## src/rtl/corevx_ptw.sv

```systemverilog
// rtl/corevx_ptw.sv - Sv32 two-level page-table walker that fills corevx_tlb on a miss
module corevx_ptw (
  input  logic        clk,
  input  logic        rst_n,
  input  logic        resolve_request,
  input  logic [19:0] resolve_virtual_address,
  input  logic [21:0] satp_ppn,
  output logic        resolve_done,
  output logic        resolve_pagefault,
  output logic        resolve_accessfault,
  output logic [21:0] resolve_physical_address,
  output logic [7:0]  resolve_access_bits,
  output logic        mem_read,
  output logic [33:0] mem_address,
  input  logic        mem_ready,
  input  logic [31:0] mem_rdata,
  input  logic        mem_error,
  output logic [1:0]  tlb_command,
  output logic [19:0] tlb_virtual_address_w,
  output logic [7:0]  tlb_accesstag_w,
  output logic [21:0] tlb_phys_w
);

  localparam logic [1:0] TLB_CMD_NONE  = 2'd0;
  localparam logic [1:0] TLB_CMD_WRITE = 2'd1;

  typedef enum logic [1:0] {IDLE, LVL1, LVL0, DONE} state_t;

  state_t      state_q, state_d;
  logic [19:0] va_q;
  logic [21:0] satp_q;
  logic [21:0] pte_ppn_q;
  logic [21:0] res_ppn_q, res_ppn_d;
  logic [7:0]  res_bits_q, res_bits_d;
  logic        pf_q, pf_d, af_q, af_d;
  logic        latch_req, latch_ptr;

  logic [21:0] pte_ppn;
  logic        pte_v, pte_r, pte_w, pte_x;
  logic        unused_rsw;

  assign pte_ppn    = mem_rdata[31:10];
  assign pte_v      = mem_rdata[0];
  assign pte_r      = mem_rdata[1];
  assign pte_w      = mem_rdata[2];
  assign pte_x      = mem_rdata[3];
  // RSW bits carry nothing the walker or TLB needs
  assign unused_rsw = ^mem_rdata[9:8];

  always_ff @(posedge clk or negedge rst_n) begin
    if (!rst_n) begin
      state_q    <= IDLE;
      va_q       <= '0;
      satp_q     <= '0;
      pte_ppn_q  <= '0;
      res_ppn_q  <= '0;
      res_bits_q <= '0;
      pf_q       <= 1'b0;
      af_q       <= 1'b0;
    end else begin
      state_q    <= state_d;
      res_ppn_q  <= res_ppn_d;
      res_bits_q <= res_bits_d;
      pf_q       <= pf_d;
      af_q       <= af_d;
      if (latch_req) begin
        va_q   <= resolve_virtual_address;
        satp_q <= satp_ppn;
      end
      if (latch_ptr) pte_ppn_q <= pte_ppn;
    end
  end

  always_comb begin
    state_d                  = state_q;
    res_ppn_d                = res_ppn_q;
    res_bits_d               = res_bits_q;
    pf_d                     = pf_q;
    af_d                     = af_q;
    latch_req                = 1'b0;
    latch_ptr                = 1'b0;
    mem_read                 = 1'b0;
    mem_address              = '0;
    resolve_done             = 1'b0;
    resolve_pagefault        = 1'b0;
    resolve_accessfault      = 1'b0;
    resolve_physical_address = '0;
    resolve_access_bits      = '0;
    tlb_command              = TLB_CMD_NONE;
    tlb_virtual_address_w    = '0;
    tlb_accesstag_w          = '0;
    tlb_phys_w               = '0;

    case (state_q)
      IDLE: begin
        if (resolve_request) begin
          latch_req  = 1'b1;
          pf_d       = 1'b0;
          af_d       = 1'b0;
          res_ppn_d  = '0;
          res_bits_d = '0;
          state_d    = LVL1;
        end
      end
      LVL1, LVL0: begin
        mem_read    = 1'b1;
        mem_address = (state_q == LVL1) ? {satp_q, va_q[19:10], 2'b00}
                                        : {pte_ppn_q, va_q[9:0], 2'b00};
        if (mem_ready) begin
          state_d = DONE;
          if (mem_error) begin
            af_d = 1'b1;
          end else if (!pte_v || (!pte_r && pte_w)) begin
            pf_d = 1'b1;
          end else if (pte_r || pte_x) begin
            if (state_q == LVL1 && pte_ppn[9:0] != 10'd0) begin
              pf_d = 1'b1;
            end else begin
              // a level-1 leaf maps a 4 MiB superpage, so VPN0 fills the low PPN bits
              res_ppn_d  = (state_q == LVL1) ? {pte_ppn[21:10], va_q[9:0]} : pte_ppn;
              res_bits_d = mem_rdata[7:0];
            end
          end else if (state_q == LVL1) begin
            latch_ptr = 1'b1;
            state_d   = LVL0;
          end else begin
            pf_d = 1'b1;
          end
        end
      end
      DONE: begin
        resolve_done        = 1'b1;
        resolve_pagefault   = pf_q;
        resolve_accessfault = af_q;
        state_d             = IDLE;
        if (!pf_q && !af_q) begin
          resolve_physical_address = res_ppn_q;
          resolve_access_bits      = res_bits_q;
          tlb_command              = TLB_CMD_WRITE;
          tlb_virtual_address_w    = va_q;
          tlb_accesstag_w          = res_bits_q;
          tlb_phys_w               = res_ppn_q;
        end
      end
      default: state_d = IDLE;
    endcase
  end

endmodule
```

## config.mk

```make
export PLATFORM = sky130hd
export DESIGN_NAME = corevx_ptw
export DESIGN_NICKNAME = d
export VERILOG_FILES = /design/src/rtl/corevx_ptw.sv
export SDC_FILE = /design/constraint.sdc
export NUM_CORES = 1
export LEC_CHECK = 0
export CAP_MARGIN = 5
export CORE_MARGIN = 2
export CORE_UTILIZATION = 44
export DETAILED_ROUTE_END_ITERATION = 6
export DONT_BUFFER_PORTS = 1
export GPL_ROUTABILITY_DRIVEN = 1
export HOLD_SLACK_MARGIN = 0.08
export SYNTH_ARGS = -nofsm -noshare
export SYNTH_HDL_FRONTEND = slang
export SYNTH_SLANG_ARGS = --single-unit
```

## constraint.sdc

```tcl
create_clock -name clk -period 2.4 [get_ports clk]
set_clock_uncertainty 0.2 [all_clocks]
set_input_delay 0.48 -clock clk [delete_from_list [all_inputs] [get_ports clk]]
set_output_delay 0.48 -clock clk [all_outputs]
set_load 0.02 [all_outputs]
```

# Word-level counts from Yosys, hierarchy flattened
# Index checks and enable logic that the tools add are counted.
# word_totals
mem_bits_ro,0
ff_bits,98
elab_cells,92
memories,0
ram_bits,0
latchBits,0
# op_classes
reduce_logical,17
div,0
n_shift,0
n_bitwise,0
n_addsub,0
magnitude_cmp,0
n_eq_ne,12
n_mux,55
n_mul,0
# op_table
op,n
two-way mux 22 bit,8
two-way mux 34 bit,2
two-way mux 8 bit,8
one-hot mux 22 bit (2 select lines),1
two-way mux 20 bit,2
two-way mux 1 bit,27
one-hot mux 8 bit (2 select lines),1
inequality test 2 bit (second input constant),7
two-way mux 10 bit,1
nonzero test 10 bit,1
inequality test 4 bit (second input constant),2
AND reduction 7 bit,1
one-hot mux 2 bit (3 select lines),1
AND reduction 6 bit,1
== test 2 bit (second input constant),2
zero test 1 bit,4
two-way mux 2 bit,2
one-hot mux 1 bit (2 select lines),2
AND reduction 4 bit,1
logical AND 1 bit,3
== test 2 x 1 -> 1 bit (second input constant),1
zero test 2 bit,1
logical OR 1 bit,2
AND reduction 2 bit,1
2 further kinds,2

# Longest topological paths before layout
# Gate-level depths: netlist of the first run.
# logic_depth
depth_word,8
depth_mapped,10

# Worst setup path before layout of the first run
# No wires, ideal clock.
# synth_timing
path_kind,reg2out
from,reg state_q[0]
to,out mem_address[10]
arrival_ps,1815
path_stages_with_launch,7
required_time_ps,1720
setup_slack_ps,-95
n_path_buf,3
cell_sequence,dfrtp_1 inv_1 ha_1 buf_4 clkbuf_1 clkbuf_1 nor2b_1
# synth_via
elab_chain_len,3
elab_cells_between_ends,5
# synth_lines
element,line_no,text
"start, declared",29,"state_t state_q, state_d;"
"start signal, assigned",61,state_q <= state_d;
== test 2 x 1 -> 1 bit or == test 2 bit (tied branches),"94, 107",
two-way mux 34 bit or OR reduction 2 bit (tied branches),"107, 94",
two-way mux 34 bit (*),94,case (state_q)
"end, declared",14,"output logic [33:0] mem_address,"
# Every way passes the cells marked *; elsewhere a longest branch is shown, timed or not.

# Worst setup path in the final report of the first run
# layout_timing
from,reg state_q[1]
to,out tlb_virtual_address_w[16]
# layout_via
elab_chain_len,2
# layout_lines
element,line_no,text
== test 2 bit,94,
two-way mux 20 bit,94,
"end, declared",19,"output logic [19:0] tlb_virtual_address_w,"
# No other way between the ends.

==> out/qor.yml, run 1 <==
status: "finished with violations"
violated_checks: "negative hold slack, negative setup slack"
dpl_cell_area_mm2: 0.00572
setup_viol: 27
cts_buffer_depth: 2
critPathRequiredTime_ns: 1.72
synth.avg_cell_area_um2: 11.9
routed_via_density: 5.42
cts_tree: "done"
synthDominantAreaCellType: "sky130_fd_sc_hd__dfrtp_1"
p_sw_share_pct: 38.4
synth-warning-count: 0
fin_nets: 588
dr.first_iter.drc_count: 169
crit_path_cell_trace: "ha_4 -> nor3b_4 -> buf_6 -> bufbuf_16 -> and2_4"
leakage_nw: 3.23
critPathMaxStageDelay_ns: 0.41
finish.cell_count_without_fillers: 653
hold_fails_final_rpt: 98
period_needed_ns: 2.45
yosys.cell_count.top_type: "sky130_fd_sc_hd__dfrtp_1"
placement.io_buffers: 0
drtPass1Iterations: 4
setup.worst_path.end_class: "primary output"
grt_setup_unrepaired: "yes"
final_design_area_no_fill_mm2: 0.00721
internal-power_mw: 5.74
grt_overflow: 0
yosys_most_used_dff: "sky130_fd_sc_hd__dfrtp_1"
layout-drive-gt1-share_pct: 48.6
ys_top_cells_by_count: "sky130_fd_sc_hd__dfrtp_1 (98), sky130_fd_sc_hd__mux2_2 (65), sky130_fd_sc_hd__and2_1 (53)"
arrival_ns: 1.77
grt_most_used_layer: "met2"
gr-usage-met3_pct: 5.85
pwr_density_cell_mw_per_mm2: 1290
setup.worst_path.start_class: "flip-flop"
synth.cell_area_mm2: 0.00504
wirelength_um: 13300
ys_top_cells_by_area: "sky130_fd_sc_hd__dfrtp_1 (49%), sky130_fd_sc_hd__mux2_2 (15%), sky130_fd_sc_hd__mux2i_1 (8.3%)"
number_of_global_route_vias_before_repair: 3613
floorplan.die_area_mm2: 0.0123
timing.max_cap.violations: 0
globalRouteMet2Util_pct: 35.0
antenna_found_initial: 0
detailroute.via_count: 3542
area.growth.synth_to_final_pct: 43.1
path_class: "flip-flop to primary output"
avgRoutedWirePerCell_um: 20.4
timing.critical_path.max_delay_family: "buffers and inverters"
cts_root_buffer: "sky130_fd_sc_hd__clkbuf_16"
globalRouteTotalUtil_pct: 20.8
post-synth-top-area-fraction_pct: 48.7
finalSetupTns_ns: -0.811
die_y_um: 111
hold_ws_ns: -0.369
post-layout-total-power_mw: 9.31
row_count: 39
core_area_mm2: 0.0113
timing.critical_path.slowest_stage_cell: "sky130_fd_sc_hd__dfrtp_2"
initial_utilization_pct: 44.7
clkSlewWorstSetupHoldPaths_ns: 0.07
synth_enable_flop_cells: 0
final_max_slew_viol_count: 0
io_pins: 199
synth-seq-area-share_pct: 48.7
pre_cts_slack_ns: 0.0767
post-place-cells: 565
syn_inst: 422
pin_count_of_the_biggest_net_entering_global_routing: 99
clock_power_share_pct: 16.3
power.share.sequential_pct: 29.9
n_antenna_cell: 0
comb_power_share_pct: 53.8
p_switching_mw: 3.58
finalCritPeriodShare_pct: 102
antenna_left: 0
max-vdd-ir-drop_mv: 0.839
global_route.usage.met1_pct: 26.7
worst_hold_path_type: "input port to async pin"
synth_async_sr_flop_share_pct: 100
cts_buffers: 9
dp_hpwl_um: 8140
setup_ws_ns: -0.0536
drcViolationCount: 0
startpoint: "state_q[1]"
fmaxAchievable_mhz: 408
postSynthRegisterBits: 98
cts_num_sinks: 98
cts_htree_levels: 3
synth_cell_types: 32
critical_path_peak_fanout: 12
global_route_wire_length_before_repair_um: 20200
rr_startpoint: "state_q[0]"
die_w_um: 111
critPathBufInv: 2
clk-insertion-delay-late_ns: 0.34
gp_routability_congestion: 0.780
layout.core_utilization_pct: 63.9
final timing paths:
check / slack, ns / endpoint / depth (start not counted)
max: -0.05 / tlb_virtual_address_w[16] / 5
min: -0.37 / satp_q[11] / 0
max reg2reg: 0.11 / res_ppn_q[16] / 8
min reg2reg: 0.29 / res_ppn_q[9] / 1
max in group asynchronous: 2.23 / state_q[1] / 0
min in group clk: 0.09 / pte_ppn_q[5] / 1
what timing repair did:
item,CTS,global route
pin swaps,20,7
hold buffers,42,21
gates cloned,2,2
endpoints found under the setup margin,112,123
gates resized for setup,81,50
hold endpoints to repair,140,119
setup buffers,4,1
power by group through the flow:
stage | clock [mW] | combinational, mW | sequential (mW)
6_report | 1.52 | 5.01 | 2.78
5_1_grt | 1.62 | 5.29 | 2.85
4_1_cts | 1.55 | 4.51 | 2.72
3_5_place_dp | 0 | 3.98 | 2.70
3_3_place_gp | 0 | 3.92 | 2.67
2_1_floorplan | 0 | 3.22 | 2.55
per-layer routing:
| metal | part of all wire, % | vias up | routed length, µm |
|---|---|---|---|
| met5 | 0 | - | 0 |
| met4 | 1.1 | 0 | 141 |
| met3 | 5.6 | 14 | 751 |
| met2 | 52 | 122 | 6900 |
| met1 | 41 | 1817 | 5520 |
| li1 | - | 1589 | - |
placed cells by master (no fill, tap or decap), types with 2 or more instances in the layout:
cell type and instances:
sky130_fd_sc_hd__mux2i_2 11, sky130_fd_sc_hd__mux2i_4 5, sky130_fd_sc_hd__buf_4 18, sky130_fd_sc_hd__and2_1 5, sky130_fd_sc_hd__a22o_1 19, sky130_fd_sc_hd__nor2b_4 18
sky130_fd_sc_hd__ha_4 3, sky130_fd_sc_hd__buf_12 26, sky130_fd_sc_hd__inv_1 3, sky130_fd_sc_hd__clkbuf_1 2, sky130_fd_sc_hd__mux2_2 65, sky130_fd_sc_hd__nor2b_2 11
sky130_fd_sc_hd__clkbuf_16 11, sky130_fd_sc_hd__dlygate4sd3_1 63, sky130_fd_sc_hd__and2_4 48, sky130_fd_sc_hd__a21oi_1 2, sky130_fd_sc_hd__dfrtp_1 96, sky130_fd_sc_hd__nand3_1 2
sky130_fd_sc_hd__buf_6 18, sky130_fd_sc_hd__bufinv_16 2, sky130_fd_sc_hd__nand2_1 2, sky130_fd_sc_hd__o22a_1 2, sky130_fd_sc_hd__clkinv_2 2, sky130_fd_sc_hd__nor4_1 2
sky130_fd_sc_hd__o21ai_0 2, sky130_fd_sc_hd__nand2_2 2, sky130_fd_sc_hd__o2bb2ai_1 10, sky130_fd_sc_hd__mux2i_1 26, sky130_fd_sc_hd__nor2b_1 8, sky130_fd_sc_hd__nor2_1 5
sky130_fd_sc_hd__dfrtp_2 2, sky130_fd_sc_hd__conb_1 3
cell families after synthesis:
kind of cell | share of synthesized area, %
AO/OA/AOI/OAI | 6.68
adder cells (fa/ha/maj) | 0.994
buffers and inverters | 7.65
flip-flops | 48.7
multiplexers | 22.9
other | 0.0744
AND/OR/NAND/NOR | 13.0
layout make-up:
type | instances | area [µm²]
Inverter | 4 | 15.0
Multi-Input combinational cell | 263 | 2650
Tap cell | 143 | 179
Fill cell | 860 | 4070
Clock inverter | 5 | 78.8
Clock buffer | 11 | 233
Timing Repair Buffer | 129 | 1600
Sequential cell | 98 | 2450
sequential cells by signal, indices dropped and copies added, names as in the netlist:
register / count
res_bits_q: 8
pte_ppn_q: 22
state_q: 2
res_ppn_q: 22
va_q: 20
af_q: 1
pf_q: 1
satp_q: 22
(Power assumes the default switching activity.)
==> inputs of run 2 (changes only) <==
--- a/config.mk
+++ b/config.mk
@@ -7,7 +7,7 @@
 export LEC_CHECK = 0
 export CAP_MARGIN = 5
 export CORE_MARGIN = 2
-export CORE_UTILIZATION = 44
+export CORE_UTILIZATION = 50
 export DETAILED_ROUTE_END_ITERATION = 6
 export DONT_BUFFER_PORTS = 1
 export GPL_ROUTABILITY_DRIVEN = 1
@@ -15,3 +15,4 @@
 export SYNTH_ARGS = -nofsm -noshare
 export SYNTH_HDL_FRONTEND = slang
 export SYNTH_SLANG_ARGS = --single-unit
+export TNS_END_PERCENT = 5
==> run 2 against run 1 <==
The flow still finishes with violations (negative hold slack, negative setup slack). Combinational power fell by 4%. First-iteration DRC count shrank 18%. Routed wire length fell by 0.73%. Setup slack worse by 0.069 ns. Clock power down 36%. Non-clock buffer count grew 20. Power fell by 8.3%. Highest routed layer unchanged.
==> out/qor.yml, run 2 (synthesized netlist as in run 1, its figures left out) <==
floorplan.die_area_mm2: 0.0109
critPathMaxStageDelay_ns: 0.43
global_route_wire_length_before_repair_um: 21000
hold_fails_final_rpt: 98
power.share.sequential_pct: 32.0
status: "finished with violations"
p_switching_mw: 3.41
timing.max_cap.violations: 0
dr.first_iter.drc_count: 138
clkSlewWorstSetupHoldPaths_ns: 0.09
globalRouteTotalUtil_pct: 24.5
drtPass1Iterations: 4
fmaxAchievable_mhz: 396
grt_overflow: 0
layout-drive-gt1-share_pct: 46.2
timing.critical_path.max_delay_family: "buffers and inverters"
cts_root_buffer: "sky130_fd_sc_hd__clkbuf_8"
n_antenna_cell: 0
pwr_density_cell_mw_per_mm2: 1200
crit_path_cell_trace: "ha_2 -> nor3b_4 -> buf_6 -> buf_16 -> and2_4 -> buf_6"
globalRouteMet2Util_pct: 39.9
critPathBufInv: 3
max-vdd-ir-drop_mv: 0.956
setup_viol: 91
postCtsHoldBufs: 72
dp_hpwl_um: 7880
critPathRequiredTime_ns: 1.72
fin_nets: 608
arrival_ns: 1.84
rr_startpoint: "state_q[0]"
leading_registers_by_flop_count: "pte_ppn_q x22, res_ppn_q x22, satp_q x22"
detailroute.via_count: 3573
worst-r2r-cell-count: 9
final.fill_count: 662
path_class: "flip-flop to primary output"
critical_path_peak_fanout: 13
clock_power_share_pct: 11.4
row_count: 36
placement.io_buffers: 0
final_design_area_no_fill_mm2: 0.00713
timing.critical_path.slowest_stage_cell: "sky130_fd_sc_hd__dfrtp_1"
cts_buffers: 9
cts_htree_levels: 3
violated_checks: "negative hold slack, negative setup slack"
worst_hold_path_type: "input port to async pin"
cts_num_sinks: 98
io_pins: 199
most-common-layout-cells: "sky130_fd_sc_hd__dfrtp_1 (98), sky130_fd_sc_hd__dlygate4sd3_1 (72), sky130_fd_sc_hd__mux2_2 (65)"
clk-insertion-delay-late_ns: 0.36
finalSetupTns_ns: -6.93
setup.worst_path.start_class: "flip-flop"
cts_tree: "done"
routed_via_density: 5.39
gr-usage-met3_pct: 6.45
dpl_cell_area_mm2: 0.00573
grt_setup_unrepaired: "yes"
leakage_nw: 3.23
period_needed_ns: 2.52
pin_count_of_the_biggest_net_entering_global_routing: 99
number_of_global_route_vias_before_repair: 3810
hold_ws_ns: -0.393
comb_power_share_pct: 56.6
cts_buffer_depth: 2
grt_most_used_layer: "met2"
reg2reg_slack_ns: 0.10
wirelength_um: 13200
finalCritPeriodShare_pct: 105
layout.core_utilization_pct: 73.0
final_max_slew_viol_count: 0
startpoint: "state_q[1]"
setup_ws_ns: -0.123
antenna_left: 0
die_y_um: 104
gp_routability_congestion: 0.825
antenna_found_initial: 0
internal-power_mw: 5.13
global_route.usage.met1_pct: 31.8
r2r-end: "res_bits_q[5]"
setup.worst_path.end_class: "primary output"
die_w_um: 104
avgRoutedWirePerCell_um: 19.9
initial_utilization_pct: 51.5
p_sw_share_pct: 40.0
drcViolationCount: 0
path_common_cell: "sky130_fd_sc_hd__buf_6"
core_area_mm2: 0.00977
area.growth.synth_to_final_pct: 41.6
layout_commonest_cell: "sky130_fd_sc_hd__dfrtp_1"
## run 2: cell types whose count changed in the layout (fill, tap and decap cells not counted), sizes merged
cell and change:
buf +12, bufbuf -1, bufinv -2, clkinvlp +2, dlygate4sd3 +9
## run 2: power by group through the flow
stage	clock, mW	sequential [mW]	combinational, mW
6_report	0.977	2.73	4.83
5_1_grt	1.07	2.81	5.13
4_1_cts	1.01	2.69	4.62
3_5_place_dp	0	2.71	3.96
3_3_place_gp	0	2.67	3.89
2_1_floorplan	0	2.54	3.08
## run 2: worst max path at each step
stage	cells past startpoint	endpoint	slack, ns
2_1_floorplan	6	mem_address[2]	-0.08
3_3_place_gp	8	res_ppn_q[13]	0.15
3_5_place_dp	7	res_ppn_q[7]	0.1
4_1_cts	6	mem_address[4]	-0.11
5_1_grt	6	resolve_physical_address[16]	-0.19
6_report	6	resolve_physical_address[16]	-0.12
## run 2: final cells by class
type                    count  area, µm²  share of cell area, %
well taps                 133        166                   2.33
clock buffers              11        141                   1.98
inverters                   4       15.0                  0.210
multi-input cells         263       2500                   35.0
clock inverters             5       30.0                  0.421
repair buffers            149       1830                   25.6
flip-flops and latches     98       2450                   34.4
## run 2: metal layers
| layer | wire length [µm] | vias up |
|---|---|---|
| met5 | 0 | - |
| met4 | 244 | 0 |
| li1 | - | 1626 |
| met1 | 5710 | 1810 |
| met2 | 6530 | 120 |
| met3 | 723 | 17 |
## run 2: worst reg2reg max path, delay by kind of cell, from the launching register on
family          cells  cell delay, ns
flops               1            0.41
compound gates      2            0.46
fa+ha+maj           1            0.33
simple gates        3            0.53
buf+inv             3            0.33
## run 2: stage by stage
stage / cells / setup slack [ns] / power [mW]
2_1_floorplan: 424 / -0.0839 / 5.63
3_3_place_gp: 562 / 0.152 / 6.56
3_5_place_dp: 562 / 0.0954 / 6.66
4_1_cts: 660 / -0.110 / 8.31
5_1_grt: 663 / -0.190 / 9.00
6_report: 663 / -0.123 / 8.54
## run 2: repair_timing
action / in CTS / in global routing
gates cloned: 3 / 2
endpoints found under the hold margin: 182 / 98
buffers inserted: 7 / 1
pin swaps: 26 / 8
gates resized for setup: 90 / 31
setup endpoints to repair: 110 / 142
==> inputs of run 3 (changes only) <==
--- a/config.mk
+++ b/config.mk
@@ -12,6 +12,7 @@
 export DONT_BUFFER_PORTS = 1
 export GPL_ROUTABILITY_DRIVEN = 1
 export HOLD_SLACK_MARGIN = 0.08
+export SLEW_MARGIN = 10
 export SYNTH_ARGS = -nofsm -noshare
 export SYNTH_HDL_FRONTEND = slang
 export SYNTH_SLANG_ARGS = --single-unit
==> results of run 3 <==
No change in the layout: final DEF, timing and power equal those of run 2.
